$ cat src/rtl/ttt_pkg.sv
// Shared types and constants for the tic-tac-toe button front end.
// Cell masks are indexed by cell number, bit 0 = cell 0.
package ttt_pkg;

  localparam int NUM_CELLS        = 9;
  localparam int IDX_W            = 4;
  localparam int DEBOUNCE_DEFAULT = 50000;

  typedef logic [8:0] cell_mask_t;

  // Index of the lowest set bit; 0 when the mask is empty.
  function automatic logic [IDX_W-1:0] lowest_idx(input cell_mask_t m);
    lowest_idx = '0;
    for (int i = NUM_CELLS - 1; i >= 0; i--) begin
      if (m[i]) lowest_idx = IDX_W'(i);
    end
  endfunction

endpackage

$ cat src/rtl/ttt_button_conditioner_if.sv
// Raw button pins in, conditioned press/start strobes out.
// The slave side is the conditioner; the master side is the board/game control.
interface ttt_button_conditioner_if
  import ttt_pkg::*;
  ();

  cell_mask_t       btn_raw;
  logic             start_raw;
  logic             accept;
  cell_mask_t       press_pulse;
  logic             press_valid;
  logic [IDX_W-1:0] press_idx;
  logic             start_pulse;
  logic             conflict;

  modport master (
    output btn_raw, start_raw, accept,
    input  press_pulse, press_valid, press_idx, start_pulse, conflict
  );

  modport slave (
    input  btn_raw, start_raw, accept,
    output press_pulse, press_valid, press_idx, start_pulse, conflict
  );

endinterface

$ cat src/rtl/ttt_debounce.sv
// Single-channel 2-flop sync + counter debounce with rising-edge detect.
// Latency: stable follows a steady input DEBOUNCE_CYCLES+1 edges after first sample.
// No backpressure: rise is a combinational one-cycle strobe off the stable flop.
module ttt_debounce #(
  parameter int DEBOUNCE_CYCLES = 4
) (
  input  logic clk,
  input  logic reset_n,
  input  logic raw,
  output logic stable,
  output logic rise,
  output logic idle
);

  localparam int CNT_W = $clog2(DEBOUNCE_CYCLES);
  localparam logic [CNT_W-1:0] CNT_MAX = CNT_W'(DEBOUNCE_CYCLES - 1);

  logic             sync1;
  logic             sync2;
  logic             stable_q;
  logic [CNT_W-1:0] cnt;

  always_ff @(posedge clk or negedge reset_n) begin
    if (!reset_n) begin
      sync1    <= 1'b0;
      sync2    <= 1'b0;
      stable   <= 1'b0;
      stable_q <= 1'b0;
      cnt      <= '0;
    end else begin
      sync1    <= raw;
      sync2    <= sync1;
      stable_q <= stable;
      // Any sample agreeing with stable restarts the count, so glitches never flip it.
      if (sync2 == stable) begin
        cnt <= '0;
      end else if (cnt == CNT_MAX) begin
        stable <= sync2;
        cnt    <= '0;
      end else begin
        cnt <= cnt + CNT_W'(1);
      end
    end
  end

  assign rise = stable & ~stable_q;
  assign idle = ~sync2 & ~stable & (cnt == '0);

endmodule

$ cat src/rtl/ttt_button_conditioner.sv
// Conditions 9 cell buttons + start into one-cycle strobes with arbitration and lockout.
// Latency: press pulse registered DEBOUNCE_CYCLES+2 edges after the raw level is first sampled.
// No backpressure: presses arriving while accept=0 or locked out are dropped and flagged.
module ttt_button_conditioner
  import ttt_pkg::*;
#(
  parameter int DEBOUNCE_CYCLES = DEBOUNCE_DEFAULT
) (
  input logic                     clk,
  input logic                     reset_n,
  ttt_button_conditioner_if.slave bus
);

  cell_mask_t       cell_stable;
  cell_mask_t       cell_rise;
  cell_mask_t       cell_idle;
  logic             start_rise;
  logic             start_stable_unused;
  logic             start_idle_unused;

  cell_mask_t       win_mask;
  logic [IDX_W-1:0] win_idx;
  logic             any_rise;
  logic             multi_rise;
  logic             emit;
  logic             all_idle;

  cell_mask_t       press_pulse_q;
  logic [IDX_W-1:0] press_idx_q;
  logic             press_valid_q;
  logic             start_pulse_q;
  logic             conflict_q;
  logic             lockout;
  logic             settle_pre;
  logic             settle;

  for (genvar i = 0; i < NUM_CELLS; i++) begin : g_cell
    ttt_debounce #(.DEBOUNCE_CYCLES(DEBOUNCE_CYCLES)) u_db (
      .clk     (clk),
      .reset_n (reset_n),
      .raw     (bus.btn_raw[i]),
      .stable  (cell_stable[i]),
      .rise    (cell_rise[i]),
      .idle    (cell_idle[i])
    );
  end

  ttt_debounce #(.DEBOUNCE_CYCLES(DEBOUNCE_CYCLES)) u_start_db (
    .clk     (clk),
    .reset_n (reset_n),
    .raw     (bus.start_raw),
    .stable  (start_stable_unused),
    .rise    (start_rise),
    .idle    (start_idle_unused)
  );

  always_comb begin
    win_idx    = lowest_idx(cell_rise);
    win_mask   = cell_mask_t'(1) << win_idx;
    any_rise   = |cell_rise;
    multi_rise = |(cell_rise & (cell_rise - cell_mask_t'(1)));
    emit       = any_rise & bus.accept & ~lockout;
    all_idle   = (&cell_idle) & ~(|cell_stable);
  end

  always_ff @(posedge clk or negedge reset_n) begin
    if (!reset_n) begin
      press_pulse_q <= '0;
      press_idx_q   <= '0;
      press_valid_q <= 1'b0;
      start_pulse_q <= 1'b0;
      conflict_q    <= 1'b0;
      lockout       <= 1'b1;
      settle_pre    <= 1'b0;
      settle        <= 1'b0;
    end else begin
      settle_pre    <= 1'b1;
      settle        <= settle_pre;
      press_pulse_q <= emit ? win_mask : '0;
      press_idx_q   <= emit ? win_idx : '0;
      press_valid_q <= emit;
      start_pulse_q <= start_rise;
      conflict_q    <= multi_rise | (any_rise & ~emit);
      // settle holds lockout until sync2 reflects pins that were held through reset.
      if (emit) begin
        lockout <= 1'b1;
      end else if (all_idle && settle) begin
        lockout <= 1'b0;
      end
    end
  end

  assign bus.press_pulse = press_pulse_q;
  assign bus.press_idx   = press_idx_q;
  assign bus.press_valid = press_valid_q;
  assign bus.start_pulse = start_pulse_q;
  assign bus.conflict    = conflict_q;

endmodule

$ cat src/flat_wrapper.sv
// flat-port wrapper written by rule: the top's interface ports become plain ports
module ttt_button_conditioner_flat import ttt_pkg::*;
#(
  parameter int DEBOUNCE_CYCLES = DEBOUNCE_DEFAULT
)
  (clk, reset_n, bus_btn_raw, bus_start_raw, bus_accept, bus_press_pulse, bus_press_valid, bus_press_idx, bus_start_pulse, bus_conflict);
  ttt_button_conditioner_if bus_i ();
  input logic clk;
  input logic reset_n;
  input wire logic [$bits(bus_i.btn_raw)-1:0] bus_btn_raw;
  input wire logic [$bits(bus_i.start_raw)-1:0] bus_start_raw;
  input wire logic [$bits(bus_i.accept)-1:0] bus_accept;
  output wire logic [$bits(bus_i.press_pulse)-1:0] bus_press_pulse;
  output wire logic [$bits(bus_i.press_valid)-1:0] bus_press_valid;
  output wire logic [$bits(bus_i.press_idx)-1:0] bus_press_idx;
  output wire logic [$bits(bus_i.start_pulse)-1:0] bus_start_pulse;
  output wire logic [$bits(bus_i.conflict)-1:0] bus_conflict;
  assign bus_i.btn_raw = bus_btn_raw;
  assign bus_i.start_raw = bus_start_raw;
  assign bus_i.accept = bus_accept;
  assign bus_press_pulse = bus_i.press_pulse;
  assign bus_press_valid = bus_i.press_valid;
  assign bus_press_idx = bus_i.press_idx;
  assign bus_start_pulse = bus_i.start_pulse;
  assign bus_conflict = bus_i.conflict;
  ttt_button_conditioner #(.DEBOUNCE_CYCLES(DEBOUNCE_CYCLES)) u_core (.clk(clk), .reset_n(reset_n), .bus(bus_i));
endmodule
$ cat config.mk
export PLATFORM = sky130hd
export DESIGN_NAME = ttt_button_conditioner_flat
export DESIGN_NICKNAME = d
export VERILOG_FILES = /design/src/rtl/ttt_pkg.sv /design/src/rtl/ttt_button_conditioner_if.sv /design/src/rtl/ttt_debounce.sv /design/src/rtl/ttt_button_conditioner.sv /design/src/flat_wrapper.sv
export SDC_FILE = /design/constraint.sdc
export NUM_CORES = 1
export LEC_CHECK = 0
export CAP_MARGIN = 0
export CORE_MARGIN = 2
export CORE_UTILIZATION = 64
export CTS_CLUSTER_SIZE = 12
export DETAILED_ROUTE_END_ITERATION = 16
export DONT_BUFFER_PORTS = 1
export PLACE_DENSITY = 0.83
export SLEW_MARGIN = 20
export SYNTH_ARGS = -nofsm -noshare
export SYNTH_HDL_FRONTEND = slang
export SYNTH_HIERARCHICAL = 1
export SYNTH_SLANG_ARGS = --single-unit
$ cat constraint.sdc
create_clock -name clk -period 2.2 [get_ports clk]
set_clock_uncertainty 0.05 [all_clocks]
set_input_delay 0.44 -clock clk [delete_from_list [all_inputs] [get_ports clk]]
set_output_delay 0.44 -clock clk [all_outputs]
set_load 0.05 [all_outputs]
Yosys cells after proc, flatten, opt, wreduce, memory -nomap -nowiden
Cells that the tools add are included.

cells by class
  order comparisons = 0
  equality and inequality tests = 20
  bitwise gates (word level) = 75
  div/mod/pow operators = 0
  reductions and logical operators = 25
  multiplexer cells = 33
  $mul = 0
  shift-type cells = 1
  $add $sub $neg = 11

operators with widths
  cell                                               count
  2-to-1 mux 16 bit                                  20
  adder 16 x 1 -> 16 bit (second input constant)     10
  == test 16 bit (second input constant)             10
  logical NOT 16 bit                                 9
  inverter 1 bit                                     41
  2-to-1 mux 4 bit                                   10
  bitwise AND 1 bit                                  32
  OR reduction 9 bit                                 3
  AND reduction 2 bit                                10
  == test 1 bit                                      10
  bitwise AND 9 bit                                  1
  2-to-1 mux 9 bit                                   1
  AND reduction 9 bit                                1
  left shift 1 x 4 -> 9 bit (first input constant)   1
  subtractor 9 x 1 -> 9 bit (second input constant)  1
  2-to-1 mux 1 bit                                   2
  nonzero test 2 bit                                 1
  logical AND 1 bit                                  1
  bitwise OR 1 bit                                   1

word-level totals
  memories kept = 0
  input bits = 13
  bits in writable memories = 0
  latch bits = 0
  bits in read-only memories = 0
  logic and storage cells = 223
  flip-flop bits (word level) = 219
  output and inout bits = 16

Depth between registers and ports, before layout
  depth in word-level cells = 13
  depth in mapped cells = 9
  mapped depth without buffers = 9

Cells and area by module
The synthesis kept the hierarchy.

by module, submodules not included
  module                                    times used  area each (µm²)  seq. area each (µm²)  cells an instance
  ttt_debounce (u_core.g_cell[0].u_db ...)  9           979.7            500.5                 101
  ttt_debounce (u_core.g_cell[2].u_db)      1           1004.7           500.5                 98
  ttt_button_conditioner                    1           805.8            476.7                 74

Worst setup path before layout
No wires, ideal clock.

  kind = reg-to-reg
  start = register u_core.g_cell[2].u_db.cnt[4]
  end = register u_core.lockout
  clock period less this slack = 1.995 ns
  data required time = 2.073 ns
  library setup time = 0.077 ns
  arrival time = 1.869 ns
  path slack = 0.205 ns
  buffers on the path = 0
  stages on the path, launching flop included = 9
  cells stage by stage = dfrtp_1 > or4_1 > nor4_4 > nand4_1 > nor4_1 > nand4_1 > nor2_1 > nand4_1 > a21o_1

on the way
  longest elaborated chain between the ends = 6

ends and longest elaborated chain
  what                                 line                          RTL
  start, declared                      ttt_debounce.sv:21            logic [CNT_W-1:0] cnt;
  start signal, assigned               ttt_debounce.sv:41            cnt <= cnt + CNT_W'(1);
  logical NOT 16 bit                   ttt_debounce.sv:47            assign idle = ~sync2 & ~stable & (cnt == '0);
  bitwise AND 1 bit                    ttt_debounce.sv:47
  named net u_core.cell_idle[2]        ttt_button_conditioner.sv:16  cell_mask_t cell_idle;
  AND reduction 9 bit                  ttt_button_conditioner.sv:63  all_idle = (&cell_idle) & ~(|cell_stable);
  bitwise AND 1 bit                    ttt_button_conditioner.sv:63
  logical AND 1 bit                    ttt_button_conditioner.sv:87  end else if (all_idle && settle) begin
  nonzero test 2 bit (no source line)  -
  end signal, assigned                 ttt_button_conditioner.sv:73  lockout <= 1'b1;
  end signal, assigned                 ttt_button_conditioner.sv:86  lockout <= 1'b1;
  end signal, assigned                 ttt_button_conditioner.sv:88  lockout <= 1'b0;
  end, declared                        ttt_button_conditioner.sv:33  logic lockout;

The timed path passes the listed nets, and every way through them passes these cells.
A chain may end at the register's enable or synchronous reset.

Worst setup path in the final report
  start = register u_core.g_cell[7].u_db.cnt[10]
  end = register u_core.lockout

on the way
  longest elaborated chain between the ends = 6

ends and longest elaborated chain
  what                                 line
  start, declared                      ttt_debounce.sv:21
  start signal, assigned               ttt_debounce.sv:41
  logical NOT 16 bit                   ttt_debounce.sv:47
  bitwise AND 1 bit                    ttt_debounce.sv:47
  named net u_core.cell_idle[7]        ttt_button_conditioner.sv:16
  AND reduction 9 bit                  ttt_button_conditioner.sv:63
  bitwise AND 1 bit                    ttt_button_conditioner.sv:63
  logical AND 1 bit                    ttt_button_conditioner.sv:87
  nonzero test 2 bit (no source line)  -

The timed path passes the listed nets, and every way through them passes these cells.

==> results by group <==
Setup path
  • CP required: 2.58 ns
  • Worst path bufs/invs: 0
  • CP max stage delay: 0.44 ns
  • Element type at the critical path start: flop
  • Most frequent CP cell: nand4_1
  • Cells along the critical path: nor4_2 > nand2_1 > or4_4 > nor4_4 > nand4_1 > nor2_1 > nand4_1 > a21o_1
  • Worst Path Arrival: 2.62 ns
  • CP max FO: 2
  • Setup Crit Path Kind: flop to flop
  • Slowest cell on crit path: or4_4
  • Family with the most delay on the worst path: simple AND/OR/NAND/NOR gates
  • CP Capture Type: flop

Synthesis
  • Yosys warnings: 6
  • Syn Area/Cell: 9.85 um2
  • Cell Area, Synth: 10600 um2
  • Post-Syn Nets: 1120
  • Synth Instances: 1077

Outcome
  • Violated checks: hold timing, setup timing
  • Status: finished with violations

Clock network
  • CTS HTree Levels: 1
  • Clock buffer depth: 3
  • Skew-Pair Late Insertion Delay: 0.50 ns
  • Clock Sinks: 219
  • Root buffer cell: clkbuf_16
  • Hold_buf cts: 10
  • TritonCTS clock tree: yes
  • CTS Buf Count: 23
  • Clk pin slew, worst setup/hold paths: 0.06 ns

Timing
  • Clock period minus worst slack: 2.24 ns
  • Hold Violations, Final: 219
  • Final WS setup: -0.0419 ns
  • Tcrit/Tclk final: 102%
  • Maximum clock frequency: 446 MHz
  • RSZ-0062 raised after global routing: yes
  • Setup Viol. Count Final: 1
  • Fin Hold WS: -0.416 ns
  • Max Slew Vio Count: 0
  • Slew at the pin closest to its max-slew limit: 0.505 ns
  • Max-slew headroom: 66.0%

Route
  • Via/cell ratio: 5.70
  • TritonRoute pass-1 iters: 5
  • DR iter-0 viols: 591
  • Via Count: 8141
  • Antenna Violating Nets Remaining: 0
  • WL final: 21500 um
  • Wire length per cell: 15.1 um
  • Drt drc: 0

Finish
  • Fillcell total: 1025
  • Fin cells: 1427
  • Area growth syn-to-layout: 16.9%
  • Fin util: 75.6%
  • Final net count: 1237
  • Share of cells above drive strength 1: 15.0%
  • Inserted Diodes: 0

Power
  • Overall power: 0.00795 W
  • Max IR drop VDD: 0.650 mV
  • Pwr dens: 641 nW/um2
  • Lkg Pwr: 5.38 nW

Place
  • Dpl ws: -0.136 ns
  • Port Buffers: 0
  • Placed Instances: 1378
  • Gpl congestion: 0.873
  • Hpwl dp: 14800 um

Global routing
  • Gr usage total: 24.9%
  • First-pass GRT wire length: 36500 um
  • Total congestion overflow: 0
  • Largest net degree at the start of global routing: 220
  • Initial antenna violation count: 0
  • Vias in the first global route: 7928

Die
  • Row Count: 47
  • Die Span X: 133 um
  • Die area: 17600 um2
  • Core Region: 16400 um2
  • # IOs: 29
  • Die height: 133 um
  • Starting Density: 64.6%

Hold path
  • HP Class: input pin to asynchronous set/reset pin

Job
  • Max_cap viols: 0
## state kept, by name, indices dropped and copies added, names as in the netlist
name and flops:
u_core/g_cell.u_db/sync2 9, u_core/u_start_db/stable 1, u_core/bus.press_pulse 9, u_core/bus.press_valid 1, u_core/g_cell.u_db/cnt 144, u_core/bus.conflict 1, u_core/lockout 1, u_core/g_cell.u_db/sync1 9
u_core/settle 1, u_core/u_start_db/sync2 1, u_core/bus.press_idx 4, u_core/g_cell.u_db/stable 9, u_core/u_start_db/cnt 16, u_core/bus.start_pulse 1, u_core/g_cell.u_db/stable_q 9, u_core/u_start_db/sync1 1
u_core/settle_pre 1, u_core/u_start_db/stable_q 1
## stage by stage
step | hold WS [ns] | setup TNS, ns | cell area [um2]
floorplan | 0.0944 | 0 | 10600
global route | -0.439 | -0.152 | 12400
finish | -0.416 | -0.0419 | 12400
CTS | -0.433 | -0.0449 | 12400
detailed placement | 0.102 | -0.136 | 11600
global placement | 0.103 | -0.0684 | 11600
## cell type report
class	instances	area, um2	share of cell area (%)
well taps	220	275	2.22
clock inverters	4	20.0	0.161
flip-flops and latches	219	5480	44.2
clock buffers	34	647	5.22
multi-input cells	756	4760	38.4
inverters	72	270	2.18
repair buffers	122	941	7.59
## layout by cell type (no fill, tap or decap), types with 12 or more instances in the layout
cell	n
nand3_1	59
clkbuf_16	23
xnor2_1	109
nand4_1	53
dfrtp_1	218
nand2_1	53
nor2_1	203
inv_1	71
or4_1	22
nor3_1	55
buf_4	112
a21oi_1	12
xor2_1	21
ha_1	30
nor4_1	44
## worst paths after layout
kind | startpoint | end | slack, ns | cells after the start
max reg2reg | u_core/g_cell[7].u_db/cnt[10] | u_core/lockout | -0.04 | 8
max | u_core/g_cell[7].u_db/cnt[10] | u_core/lockout | -0.04 | 8
min in group clk | bus_accept | u_core/bus.press_pulse[1] | 0.18 | 2
max in group asynchronous | reset_n | u_core/lockout | 2.27 | 0
min reg2reg | u_core/g_cell[0].u_db/sync1 | u_core/g_cell[0].u_db/sync2 | 0.30 | 0
min | reset_n | u_core/g_cell[0].u_db/cnt[12] | -0.42 | 0
## report_power, final
part           switching (W)  internal (W)  total, W
Clock                0.00146       0.00201   0.00348
Combinational       0.000173      0.000141  0.000314
Sequential         0.0000607       0.00410   0.00416
Total                0.00170       0.00625   0.00795
## metal layers
metal / track usage, % / share of wire (%) / up-vias
met2: 42.9 / 51 / 219
met5: 0 / 0 / -
met1: 33.1 / 43 / 3969
li1: - / - / 3910
met4: 7.17 / 2.5 / 0
met3: 3.91 / 3.7 / 43
## timing repair
action | CTS | global route
setup endpoints to repair | 1 | 2
hold endpoints to repair | 229 | 219
resized for setup | 7 | 4
buffers inserted | 0 | 1
pin swaps | 0 | 7
Power figures use the tool's default switching activity.
